==> config.mk <==
export PLATFORM = sky130hd
export DESIGN_NAME = instruction_loader
export DESIGN_NICKNAME = d
export VERILOG_FILES = /design/src/rtl/loader_pkg.sv /design/src/rtl/word_assembler.sv /design/src/rtl/instruction_loader.sv
export SDC_FILE = /design/constraint.sdc
export NUM_CORES = 1
export LEC_CHECK = 0
export ABC_AREA = 1
export CAP_MARGIN = 20
export CORE_AREA = 4 4 101 141
export CTS_CLUSTER_SIZE = 16
export DETAILED_ROUTE_END_ITERATION = 8
export DIE_AREA = 0 0 105 145
export GPL_TIMING_DRIVEN = 0
export HOLD_SLACK_MARGIN = 0.02
export PLACE_DENSITY = 0.79
export SETUP_SLACK_MARGIN = 0.1
export SLEW_MARGIN = 15
export SYNTH_ARGS = -nofsm -noshare
export SYNTH_HDL_FRONTEND = slang
export SYNTH_SLANG_ARGS = --single-unit
==> constraint.sdc <==
create_clock -name clk -period 9.1 [get_ports clk]
set_input_delay 1.82 -clock clk [delete_from_list [all_inputs] [get_ports clk]]
set_output_delay 1.82 -clock clk [all_outputs]
set_load 0.02 [all_outputs]
==> src/rtl/loader_pkg.sv <==
// Shared types and constants for the boot-time instruction loader.
// Pure definitions: no latency, no flow control.
package loader_pkg;

  localparam int BYTES_PER_WORD = 4;
  localparam int WORD_WIDTH     = 32;

  typedef enum logic [1:0] {
    S_COUNT,
    S_WORDS,
    S_DONE,
    S_ERROR
  } state_t;

endpackage

==> src/rtl/word_assembler.sv <==
// Packs a byte stream big-endian into 32-bit words; word_vld is combinational on the 4th byte.
// Zero added latency; no backpressure, every valid byte is consumed.
module word_assembler
  import loader_pkg::*;
(
  input  logic                  clk,
  input  logic                  reset,
  input  logic                  clear,
  input  logic [7:0]            byte_dat,
  input  logic                  byte_vld,
  output logic [WORD_WIDTH-1:0] word_dat,
  output logic                  word_vld
);

  // Only the three older bytes need storage; the newest is taken straight from the input.
  logic [WORD_WIDTH-9:0] shift_q;
  logic [1:0]            byte_cnt_q;

  always_ff @(posedge clk or posedge reset) begin
    if (reset) begin
      shift_q    <= '0;
      byte_cnt_q <= '0;
    end else if (clear) begin
      shift_q    <= '0;
      byte_cnt_q <= '0;
    end else if (byte_vld) begin
      shift_q    <= {shift_q[WORD_WIDTH-17:0], byte_dat};
      byte_cnt_q <= byte_cnt_q + 2'd1;
    end
  end

  assign word_dat = {shift_q, byte_dat};
  assign word_vld = byte_vld && (byte_cnt_q == 2'(BYTES_PER_WORD - 1));

endmodule

==> src/rtl/instruction_loader.sv <==
// Loads a count-prefixed big-endian word stream into instruction memory at addresses 0..N-1.
// Write strobe one cycle after the 4th byte of each word; no backpressure, bytes ignored once terminal.
module instruction_loader
  import loader_pkg::*;
#(
  parameter int MEM_SIZE   = 20000,
  parameter int ADDR_WIDTH = 16
) (
  input  logic                  clk,
  input  logic                  reset,
  input  logic [7:0]            rx_data,
  input  logic                  rx_valid,
  output logic                  mem_write_enable,
  output logic [ADDR_WIDTH-1:0] mem_address,
  output logic [WORD_WIDTH-1:0] mem_write_data,
  output logic                  loading,
  output logic                  done,
  output logic                  error
);

  localparam logic [WORD_WIDTH-1:0] MEM_LIMIT = WORD_WIDTH'(MEM_SIZE);

  state_t                state_q, state_d, level_state;
  logic [WORD_WIDTH-1:0] count_q, word_index_q;
  logic [WORD_WIDTH-1:0] word_dat;
  logic                  word_vld;
  logic                  collecting, last_word;
  logic                  write_d, loading_d, done_d, error_d;

  assign collecting = (state_q == S_COUNT) || (state_q == S_WORDS);
  assign last_word  = (word_index_q == count_q - 32'd1);

  word_assembler u_word_assembler (
    .clk      (clk),
    .reset    (reset),
    .clear    (!collecting),
    .byte_dat (rx_data),
    .byte_vld (rx_valid && collecting),
    .word_dat (word_dat),
    .word_vld (word_vld)
  );

  always_ff @(posedge clk or posedge reset) begin
    if (reset) begin
      state_q      <= S_COUNT;
      count_q      <= '0;
      word_index_q <= '0;
    end else begin
      state_q <= state_d;
      if (state_q == S_COUNT && word_vld) begin
        count_q      <= word_dat;
        word_index_q <= '0;
      end else if (write_d) begin
        word_index_q <= word_index_q + 32'd1;
      end
    end
  end

  // Full 32-bit compare so oversized counts can never alias into range.
  always_comb begin
    state_d = state_q;
    unique case (state_q)
      S_COUNT: begin
        if (word_vld) begin
          if (word_dat == '0)            state_d = S_DONE;
          else if (word_dat > MEM_LIMIT) state_d = S_ERROR;
          else                           state_d = S_WORDS;
        end
      end
      S_WORDS: begin
        if (word_vld && last_word) state_d = S_DONE;
      end
      default: state_d = state_q;
    endcase
  end

  // Status levels follow the next state, except that leaving S_WORDS shows up one
  // cycle late so done rises in the cycle after the final write strobe.
  always_comb begin
    write_d     = (state_q == S_WORDS) && word_vld;
    level_state = (state_q == S_WORDS) ? state_q : state_d;
    loading_d   = (level_state == S_COUNT) || (level_state == S_WORDS);
    done_d      = (level_state == S_DONE);
    error_d     = (level_state == S_ERROR);
  end

  always_ff @(posedge clk or posedge reset) begin
    if (reset) begin
      mem_write_enable <= 1'b0;
      mem_address      <= '0;
      mem_write_data   <= '0;
      loading          <= 1'b1;
      done             <= 1'b0;
      error            <= 1'b0;
    end else begin
      mem_write_enable <= write_d;
      if (write_d) begin
        mem_address    <= word_index_q[ADDR_WIDTH-1:0];
        mem_write_data <= word_dat;
      end
      loading <= loading_d;
      done    <= done_d;
      error   <= error_d;
    end
  end

endmodule

## After elaboration in Yosys (flattened, before gate mapping)

Index checks and enable logic that the tools add are counted.
Widths: inputs -> output; s select.

| operators by class | value |
|---|---|
| divide/modulo/power cells | 0 |
| mux-type cells | 12 |
| add/sub/neg operators | 3 |
| shift operators | 0 |
| multiply operators | 0 |
| order comparisons | 1 |
| equality and inequality tests | 7 |
| reduce and logical (&&, ||, !) cells | 11 |
| bitwise operators | 0 |

Operator list:

| cell | count |
|---|---|
| $mux 32 | 2 |
| $mux 24 | 2 |
| $add 32x1->32 const B | 1 |
| $eq 32x32->1 | 1 |
| $gt 32x15->1 const B | 1 |
| $logic_not 32->1 | 1 |
| $sub 32x1->32 const B | 1 |
| $mux 2 | 7 |
| $eq 2x2->1 const B | 3 |
| $logic_and 1x1->1 | 5 |
| $eq 2x1->1 const B | 2 |
| $logic_not 2->1 | 2 |
| $pmux 2 s2 | 1 |
| $add 2x1->2 const B | 1 |
| $logic_or 1x1->1 | 2 |
| $ne 2x1->1 const B | 1 |
| $reduce_bool 2->1 | 1 |

| word-level totals | value |
|---|---|
| logic and storage cells | 45 |
| memory bits (read-only) | 0 |
| latch bits | 0 |
| memory bits (writable) | 0 |
| memories | 0 |
| register bits | 144 |
| input bits | 11 |
| output and inout bits | 52 |

## Depth between registers and ports, before layout

Gate-level depths: netlist of the first run.

| depth | value |
|---|---|
| depth in word-level cells | 10 |
| depth in mapped cells | 16 |
| depth with buffers taken out | 16 |

## Hierarchy

Synthesis of the first run repeated with hierarchy kept, for this count alone.

| second synthesis, totals | value |
|---|---|
| cells, all modules | 1053 |
| area total of the unflattened synthesis | 8044.0 um^2 |

Modules (own cells, without submodules):

| module | sequential area each (um^2) | instances | area each (um^2) | cells an instance |
|---|---|---|---|---|
| instruction_loader | 2954.1 | 1 | 6775.2 | 927 |
| word_assembler | 650.6 | 1 | 1268.7 | 126 |

## Worst setup path after synthesis of the first run

OpenSTA, ideal clock, no wires.

| path | value |
|---|---|
| path kind | input-to-reg |
| from | in rx_valid |
| to | reg word_index_q[20] |
| data arrival time | 2929 ps |
| library setup time | 135 ps |
| cell stages on the path | 11 |
| setup slack | 6037 ps |
| buffers on the path | 1 |
| data required time | 8965 ps |
| cells stage by stage | nand2_4 -> inv_2 -> nand2_2 -> buf_6 -> nor3b_4 -> nand2_2 -> nor2_4 -> nand2_2 -> nor2_2 -> nand2_1 -> nor3b_2 |

| between the ends | value |
|---|---|
| cells in the longest elaborated chain, start to end | 4 |
| elaborated cells on any way between the ends | 6 |
| classes of those cells | 1 x mux; 5 x reduce/logical |

RTL lines:

| element | RTL line | text |
|---|---|---|
| start: declaration | instruction_loader.sv:12 | `input logic rx_valid,` |
| $logic_and 1x1->1 * | instruction_loader.sv:38 | `.byte_vld (rx_valid && collecting),` |
| $logic_and 1x1->1 * | word_assembler.sv:33 | `assign word_vld = byte_vld && (byte_cnt_q == 2'(BYTES_PER_WORD - 1));` |
| $logic_and 1x1->1 (on tied branches) | instruction_loader.sv:50, instruction_loader.sv:80 |  |
| $mux 32 or $reduce_bool 2->1 (tied branches) | n/a |  |
| end signal: assignment | instruction_loader.sv:54 | `word_index_q <= word_index_q + 32'd1;` |
| end: declaration | instruction_loader.sv:24 | `logic [WORD_WIDTH-1:0] count_q, word_index_q;` |

Every way passes the cells marked *; elsewhere a longest branch is shown, timed or not.
A chain may end at the register's enable or synchronous reset.

## Worst setup path in the final report of the first run

| path | value |
|---|---|
| from | in rx_valid |
| to | reg state_q[1] |

| between the ends | value |
|---|---|
| cells in the longest elaborated chain, start to end | 5 |
| elaborated cells on any way between the ends | 6 |
| classes of those cells | 3 x mux; 3 x reduce/logical |

RTL lines:

| element | RTL line | text |
|---|---|---|
| $logic_and 1x1->1 * | instruction_loader.sv:38 |  |
| $logic_and 1x1->1 * | word_assembler.sv:33 |  |
| $logic_and 1x1->1 | instruction_loader.sv:71 | `if (word_vld && last_word) state_d = S_DONE;` |
| $mux 2 | instruction_loader.sv:71 |  |
| $pmux 2 s2 * | instruction_loader.sv:62 | `unique case (state_q)` |
| named net state_d[1] | instruction_loader.sv:23 | `state_t state_q, state_d, level_state;` |
| end signal: assignment | instruction_loader.sv:49 | `state_q <= state_d;` |
| end: declaration | instruction_loader.sv:23 |  |

The timed path passes the listed nets; every way through them passes the cells marked *.

==> results.md, run 1 <==
- Outcome: completed
- Initial antenna violation count: 0
- Total track usage: 30.6%
- Syn_nets: 1017
- Core area: 12900 um^2
- CP arrival: around 4200 ps
- DP Worst Slack: 4980 ps
- Die H: 145 um
- Synth warn: 0
- Register area share after synthesis: between 40% and 50%
- Synth top area cells: dfrtp_1 47%, nand2_1 13%, o21ai_0 6.7%
- I/O Pins: 63
- Rows: 49
- Via count: between 7000 and 8000
- Share of cells above drive strength 1: 6.01%
- Slew HR: between 50% and 60%
- Max IR drop VDD: between 0.1 and 0.15 mV
- Post_cts resized: 0
- Die outline width: between 100 and 150 um
- Final layout net count: 1099
- CTS clk-pin slew, worst paths: 60 ps
- Required @ worst endpoint: roughly 9500 ps
- Tcrit/Tclk final: between 40% and 50%
- CP cell instances: clkdlybuf4s50_1, nand2_4, nor2_2, nand2_1, nor2_1, nand2_1, nor2_1, nand3_1, nor2_1, nand3_1, nor2_1, nand2_1, nand2_1
- Die area: 15200 um^2
- Register area: 3600 um^2
- WP buf/inv: 1
- Power density over cell area: 152 nW/um^2
- Mapped Area: 7610 um^2
- Largest net degree at the start of global routing: 97
- CTS tree: yes
- Area Overhead vs Synth: 18.9%
- Post CTS Setup Buffer Count: 0
- Drt first pass iters: 5
- Top cell type by total area after synthesis: dfrtp_1
- Critical path class: input pin to flop
- Crit-path max FO: 8
- Max Cap Violations: 0
- Global-route wire length before repair: 36500 um
- Hpwl dp: 17400 um
- Layout Skew: 10.1 ps
- Number of port buffers: 62
- Setup TNS: 0 ps
- RSZ-0062 raised after global routing: no
- P_leak: 4.30 nW
- Worst-Skew Late Latency: 420 ps
- Mean routed wirelength per cell: 18.2 um
- Synth Area per Inst: between 7 and 8 um^2
- Cell family with most CP delay: simple AND/OR/NAND/NOR gates
- Vias in the first global route: 6983
- Max-slew violations: 0
- Max incr delay on CP: ~530 ps
- Critical Path Start Type: input pin
- DRT antenna net count: 0
- Fmax: 262 MHz
- Final hold violations: 0
- # diodes: 0
- Root buffer cell: clkbuf_16
- Hold buffer count at CTS: 0
- DRC Markers: 0
- Footprint of the multi-input gates: 3420 um^2
- Routability Congestion: 0.989
- Num Clock Sinks: 144
- Final setup violation count: 0
- Endpoint class of the critical path: flop
- Post-synthesis cell count: 1003
- Cell variety after synth: 43
- DR vias/cell: around 5.7
- H-tree levels: 4
- Final WS setup: approximately 5300 ps
- CTS buffer count: 17
- Post-synth top area share: 47.0%
- Maximum root-to-sink buffer count: 2
- Post-synthesis register bit count: 144
- Minimum clock period: 3820 ps
- # fillers: about 1100
- Worst path slowest cell: clkdlybuf4s50_1
- Total grt overflow: 0
- Worst Hold Class: flop to flop
- Starting DRT DRC Count: roughly 550
- Starting Density: between 50 and 60%
- Worst slew pin tran: 616 ps
- Drt total wl: 22800 um
-- layer usage --
| layer | routed length (um) | up-vias | GRT usage [%] | share of wire (%) |
|---|---|---|---|---|
| li1 | - | 3414 | - | - |
| met1 | 8870 | 3397 | 37.2 | 39 |
| met2 | 11600 | 276 | 53.0 | 51 |
| met3 | 1210 | 71 | 4.53 | 5.3 |
| met4 | 1080 | 0 | 14.7 | 4.7 |
| met5 | 0 | - | 0 | 0 |
-- cells in the mapped netlist (all sizes together) --
master and number:
and3 1, o21ai 102, a221oi 1, o21a 2
nor2 125, clkbuf 25, a41oi 1, xnor3 1
buf 5, inv 123, and2 2, dfrtp 143
or2 1, nor4 10, xor2 14, a211oi 1
dfstp 1, nand2 271, nand4 24, nand3 58
nor3b 3, nand3b 6, a21oi 25, o31ai 3
o21bai 1, xnor2 14, nor3 12, ha 3
o22ai 24, a31oi 1
-- worst reg2reg max path, cell delays in order, from the launching register on --
cell and delay, ps:
dfrtp_1 390, inv_1 170, ha_1 290, nand2_1 140, nor2_2 190, buf_2 240
nand3_1 100, nand2_1 140, nand3_1 150, a21oi_1 150, nand3_1 90, nor2_1 100
nand2_1 150, nand2_1 110
-- cell usage in the layout, fill, tap and decap left out, types with 2 or more instances in the layout --
master,n
a21oi_1,25
xor2_1,14
nor3_1,10
ha_1,3
nand4_1,24
xnor2_1,14
o31ai_1,3
nor2_1,115
clkdlybuf4s50_1,62
nor2_4,4
clkbuf_1,26
nand3_1,56
inv_1,118
nand3b_1,6
and2_1,2
buf_2,3
inv_8,3
nor2_2,6
o21ai_0,102
inv_2,4
clkinvlp_4,3
inv_6,6
nor4_1,9
nand3_2,2
bufinv_16,2
nand2_1,266
o22ai_1,24
dfrtp_1,143
nand2_2,4
o21a_1,2
clkbuf_16,17
-- power breakdown --
part           internal [mW]  leakage [nW]  total [mW]  switching [mW]
registers              0.640          1.84       0.640               0
clock network          0.413         0.283       0.712           0.298
logic                0.00586          2.18      0.0227          0.0169
-- state kept, by name, summed over array words and instances, names as in the netlist --
signal	cells
loading	1
mem_write_enable	1
u_word_assembler.byte_cnt_q	2
mem_write_data	32
mem_address	16
count_q	32
u_word_assembler.shift_q	24
done	1
state_q	2
error	1
word_index_q	32
-- cell type report --
type | count | share of cell area [%]
Buffer | 30 | 1.41
Clock buffer | 18 | 4.74
Clock inverter | 14 | 1.84
Inverter | 123 | 5.18
Multi-Input combinational cell | 706 | 37.8
Sequential cell | 144 | 39.8
Tap cell | 153 | 2.11
Timing Repair Buffer | 63 | 7.16
-- path summary, 6_finish.rpt --
| check | endpoint | slack, ps | startpoint | cells after the start |
|---|---|---|---|---|
| worst max-delay path | state_q[1]$_DFF_PP0_ | 5280 | rx_valid | 13 |
| worst min-delay path | mem_address[8]$_DFFE_PP0P_ | 480 | mem_address[8]$_DFFE_PP0P_ | 2 |
| worst max register to register | state_q[1]$_DFF_PP0_ | 6610 | count_q[0]$_DFFE_PP0P_ | 13 |
| worst min register to register | mem_address[8]$_DFFE_PP0P_ | 480 | mem_address[8]$_DFFE_PP0P_ | 2 |
| max in group asynchronous | mem_write_data[29]$_DFFE_PP0P_ | 6520 | reset | 3 |
| min in group asynchronous | mem_write_data[7]$_DFFE_PP0P_ | 1810 | reset | 2 |
-- kinds of logic (layout without fill, tap and decap cells) --
group | count (synthesis) | after routing | share of synthesized area, %
simple gates | 513 | 513 | 29.6
compound gates | 161 | 161 | 11.3
buf+inv | 153 | 248 | 7.74
flops | 144 | 144 | 47.3
xor+xnor | 29 | 29 | 3.52
fa+ha+maj | 3 | 3 | 0.493
-- per-stage QoR --
step                      total power [mW]  std cells  hold WS (ps)  instance area, um^2  util (%)
after floorplan                      0.663       1003           446                 7610         -
after global placement               0.674       1218           464                 8430      65.5
after detailed placement             0.676       1219           473                 8460      65.7
after CTS                             1.38       1251           488                 9060      70.3
after global routing                  1.41       1251           498                 9060      70.3
final                                 1.37       1251           481                 9060      70.3
Power figures use the tool's default switching activity.
==> run 2: changes to the inputs <==
--- a/config.mk
+++ b/config.mk
@@ -7,13 +7,13 @@
 export LEC_CHECK = 0
 export ABC_AREA = 1
 export CAP_MARGIN = 20
-export CORE_AREA = 4 4 101 141
+export CORE_AREA = 4 4 107 149
 export CTS_CLUSTER_SIZE = 16
 export DETAILED_ROUTE_END_ITERATION = 8
-export DIE_AREA = 0 0 105 145
+export DIE_AREA = 0 0 111 153
 export GPL_TIMING_DRIVEN = 0
 export HOLD_SLACK_MARGIN = 0.02
-export PLACE_DENSITY = 0.79
+export PLACE_DENSITY = 0.75
 export SETUP_SLACK_MARGIN = 0.1
 export SLEW_MARGIN = 15
 export SYNTH_ARGS = -nofsm -noshare
==> constraint.sdc (replaced) <==
create_clock -name clk -period 3.1 [get_ports clk]
set_input_delay 0.62 -clock clk [delete_from_list [all_inputs] [get_ports clk]]
set_output_delay 0.62 -clock clk [all_outputs]
set_load 0.02 [all_outputs]
==> results.md, run 2 (synthesis gave the netlist of run 1 again) <==
- Outcome: completed
- Die outline width: 111 um (+5.7%)
- Crit-path max FO: 10 (+2)
- CP startpoint: rx_valid
- Cell family with most CP delay: buffers and inverters
- Root buffer cell: clkbuf_16
- Worst Hold Class: flop to flop
- Commonest non-fill, non-tap cells in the layout: 266 x nand2_1, 143 x dfrtp_1, 118 x inv_1
- P_leak: 4.33 nW (+0.58%)
- Final hold violations: 0 (unchanged)
- Starting Density: 52.5% (-6.7 points)
- Share of cells above drive strength 1: 6.36% (+0.35 points)
- CTS tree: yes
- Critical Path Start Type: input pin
- Largest registers: count_q (32), mem_write_data (32), word_index_q (32)
- Endpoint class of the critical path: flop
- # diodes: 0 (unchanged)
- Area Overhead vs Synth: 20.3%
- Final layout net count: 1102 (+0.27%)
- Post_cts resized: 0 (unchanged)
- Global-route wire length before repair: 36600 um (+0.32%)
- Max IR drop VDD: 0.498 mV (+290%)
- Total Power: 4.08 mW (+200%)
- CP arrival: 2840 ps (-1320 ps)
- Layout Skew: 12.7 ps (+2.56 ps)
- Hold buffer count at CTS: 0 (unchanged)
- Final Util: 63.1% (-7.2 points)
- H-tree levels: 4 (unchanged)
- Worst path slowest cell: clkdlybuf4s50_1
- Required @ worst endpoint: 3400 ps (-6050 ps)
- Setup TNS: 0 ps (unchanged)
- Slew HR: 55.5% (-3.4 points)
- Worst hold slack: 480 ps (-1.62 ps)
- Total track usage: 27.1% (-3.4 points)
- Drt total wl: 22400 um (-1.9%)
- Power density over cell area: 445 nW/um^2 (+190%)
- Die H: 153 um (+5.5%)
- Number of port buffers: 62 (unchanged)
- DR vias/cell: 5.52 (-3.5%)
- Routability Congestion: 1.06 (+7.2%)
- Max Cap Violations: 0 (unchanged)
- Rows: 52 (+6.1%)
- Minimum clock period: 2540 ps
- Worst-Skew Late Latency: 420 ps (about the same)
- Drt first pass iters: 5 (unchanged)
- Final setup violation count: 0 (unchanged)
- Hpwl dp: 17100 um (-1.5%)
- Core area: 14500 um^2 (+13%)
- Initial antenna violation count: 0 (unchanged)
- DRT antenna net count: 0 (unchanged)
- Die area: 17000 um^2 (+12%)
- Maximum root-to-sink buffer count: 2 (unchanged)
- DRC Markers: 0 (unchanged)
- CTS clk-pin slew, worst paths: 60 ps (about the same)
- Max incr delay on CP: 550 ps (+20 ps)
- Mean routed wirelength per cell: 17.3 um (-4.8%)
- Worst Hold Launch: u_word_assembler.byte_cnt_q[0]$_DFFE_PP0P_
- Post CTS Setup Buffer Count: 0 (unchanged)
- Via count: 7121 (-0.52%)
- WP buf/inv: 5 (+4)
- Reg-to-Reg Start: count_q[0]$_DFFE_PP0P_
- CTS buffer count: 17 (unchanged)
- Worst slew pin tran: 667 ps (+51.0 ps)
- Max-slew violations: 0 (unchanged)
- Num Clock Sinks: 144 (unchanged)
- Commonest non-fill, non-tap cell in the layout: nand2_1
- Starting DRT DRC Count: 609 (+11%)
- Fmax: between 300 and 400 MHz
- I/O Pins: 63 (unchanged)
- Tcrit/Tclk final: 81.9%
- Vias in the first global route: 7017 (+0.49%)
- Total grt overflow: 0 (unchanged)
- Critical path class: input pin to flop
- RSZ-0062 raised after global routing: no
- Largest net degree at the start of global routing: 38 (-61%)
- CP cell instances: clkdlybuf4s50_1, nand2_4, inv_2, nand2_2, buf_6, nor2_1, inv_1, clkbuf_1, o21ai_0, a21oi_1
-- run 2: path summary, 6_finish.rpt --
kind	end	slack (ps)	depth (start not counted)
max	word_index_q[17]$_DFFE_PP0P_	560	10
min	u_word_assembler.byte_cnt_q[0]$_DFFE_PP0P_	480	1
max reg2reg	state_q[1]$_DFF_PP0_	670	13
min reg2reg	u_word_assembler.byte_cnt_q[0]$_DFFE_PP0P_	480	1
max in group asynchronous	word_index_q[9]$_DFFE_PP0P_	1610	5
min in group asynchronous	mem_write_data[21]$_DFFE_PP0P_	530	2
-- run 2: final cells by class --
class,instances,area (um^2)
fill,1266,5350
multi-input combinational,706,3420
clock inverter,14,166
clock buffer,18,439
inverter,123,465
timing repair buffer,66,701
sequential,144,3600
buffer,30,128
tap,189,236
-- run 2: report_power, final --
part,switching (mW),internal [mW]
Combinational,0.0508,0.0235
Clock,0.892,1.23
Sequential,0,1.88
Total,0.943,3.14
-- run 2: worst reg2reg max path, stage by stage, from the launching register on --
cell and delay [ps]:
dfrtp_1 390, inv_1 180, ha_1 290, nand2_1 140
nor2_2 200, buf_2 230, nand3_1 90, nand2_1 120
nand3_1 140, a21oi_1 170, nand3_1 110, nor2_1 110
nand2_1 120, nand2_1 90
-- run 2: metrics by stage --
stage               cells  worst slack, ps  cell area, um^2
floorplan            1003              676             7620
global placement     1254             -588             8480
detailed placement   1258              155             8560
CTS                  1290              589             9160
global route         1290              366             9160
finish               1290              563             9160
-- run 2: metal layers --
layer / wire, um / GRT usage, % / vias to the layer above
met3: 1490 / 3.88 / 64
met1: 8750 / 33.6 / 3311
met5: 0 / 0 / -
li1: - / - / 3432
met2: 11200 / 46.8 / 314
met4: 959 / 12.6 / 0
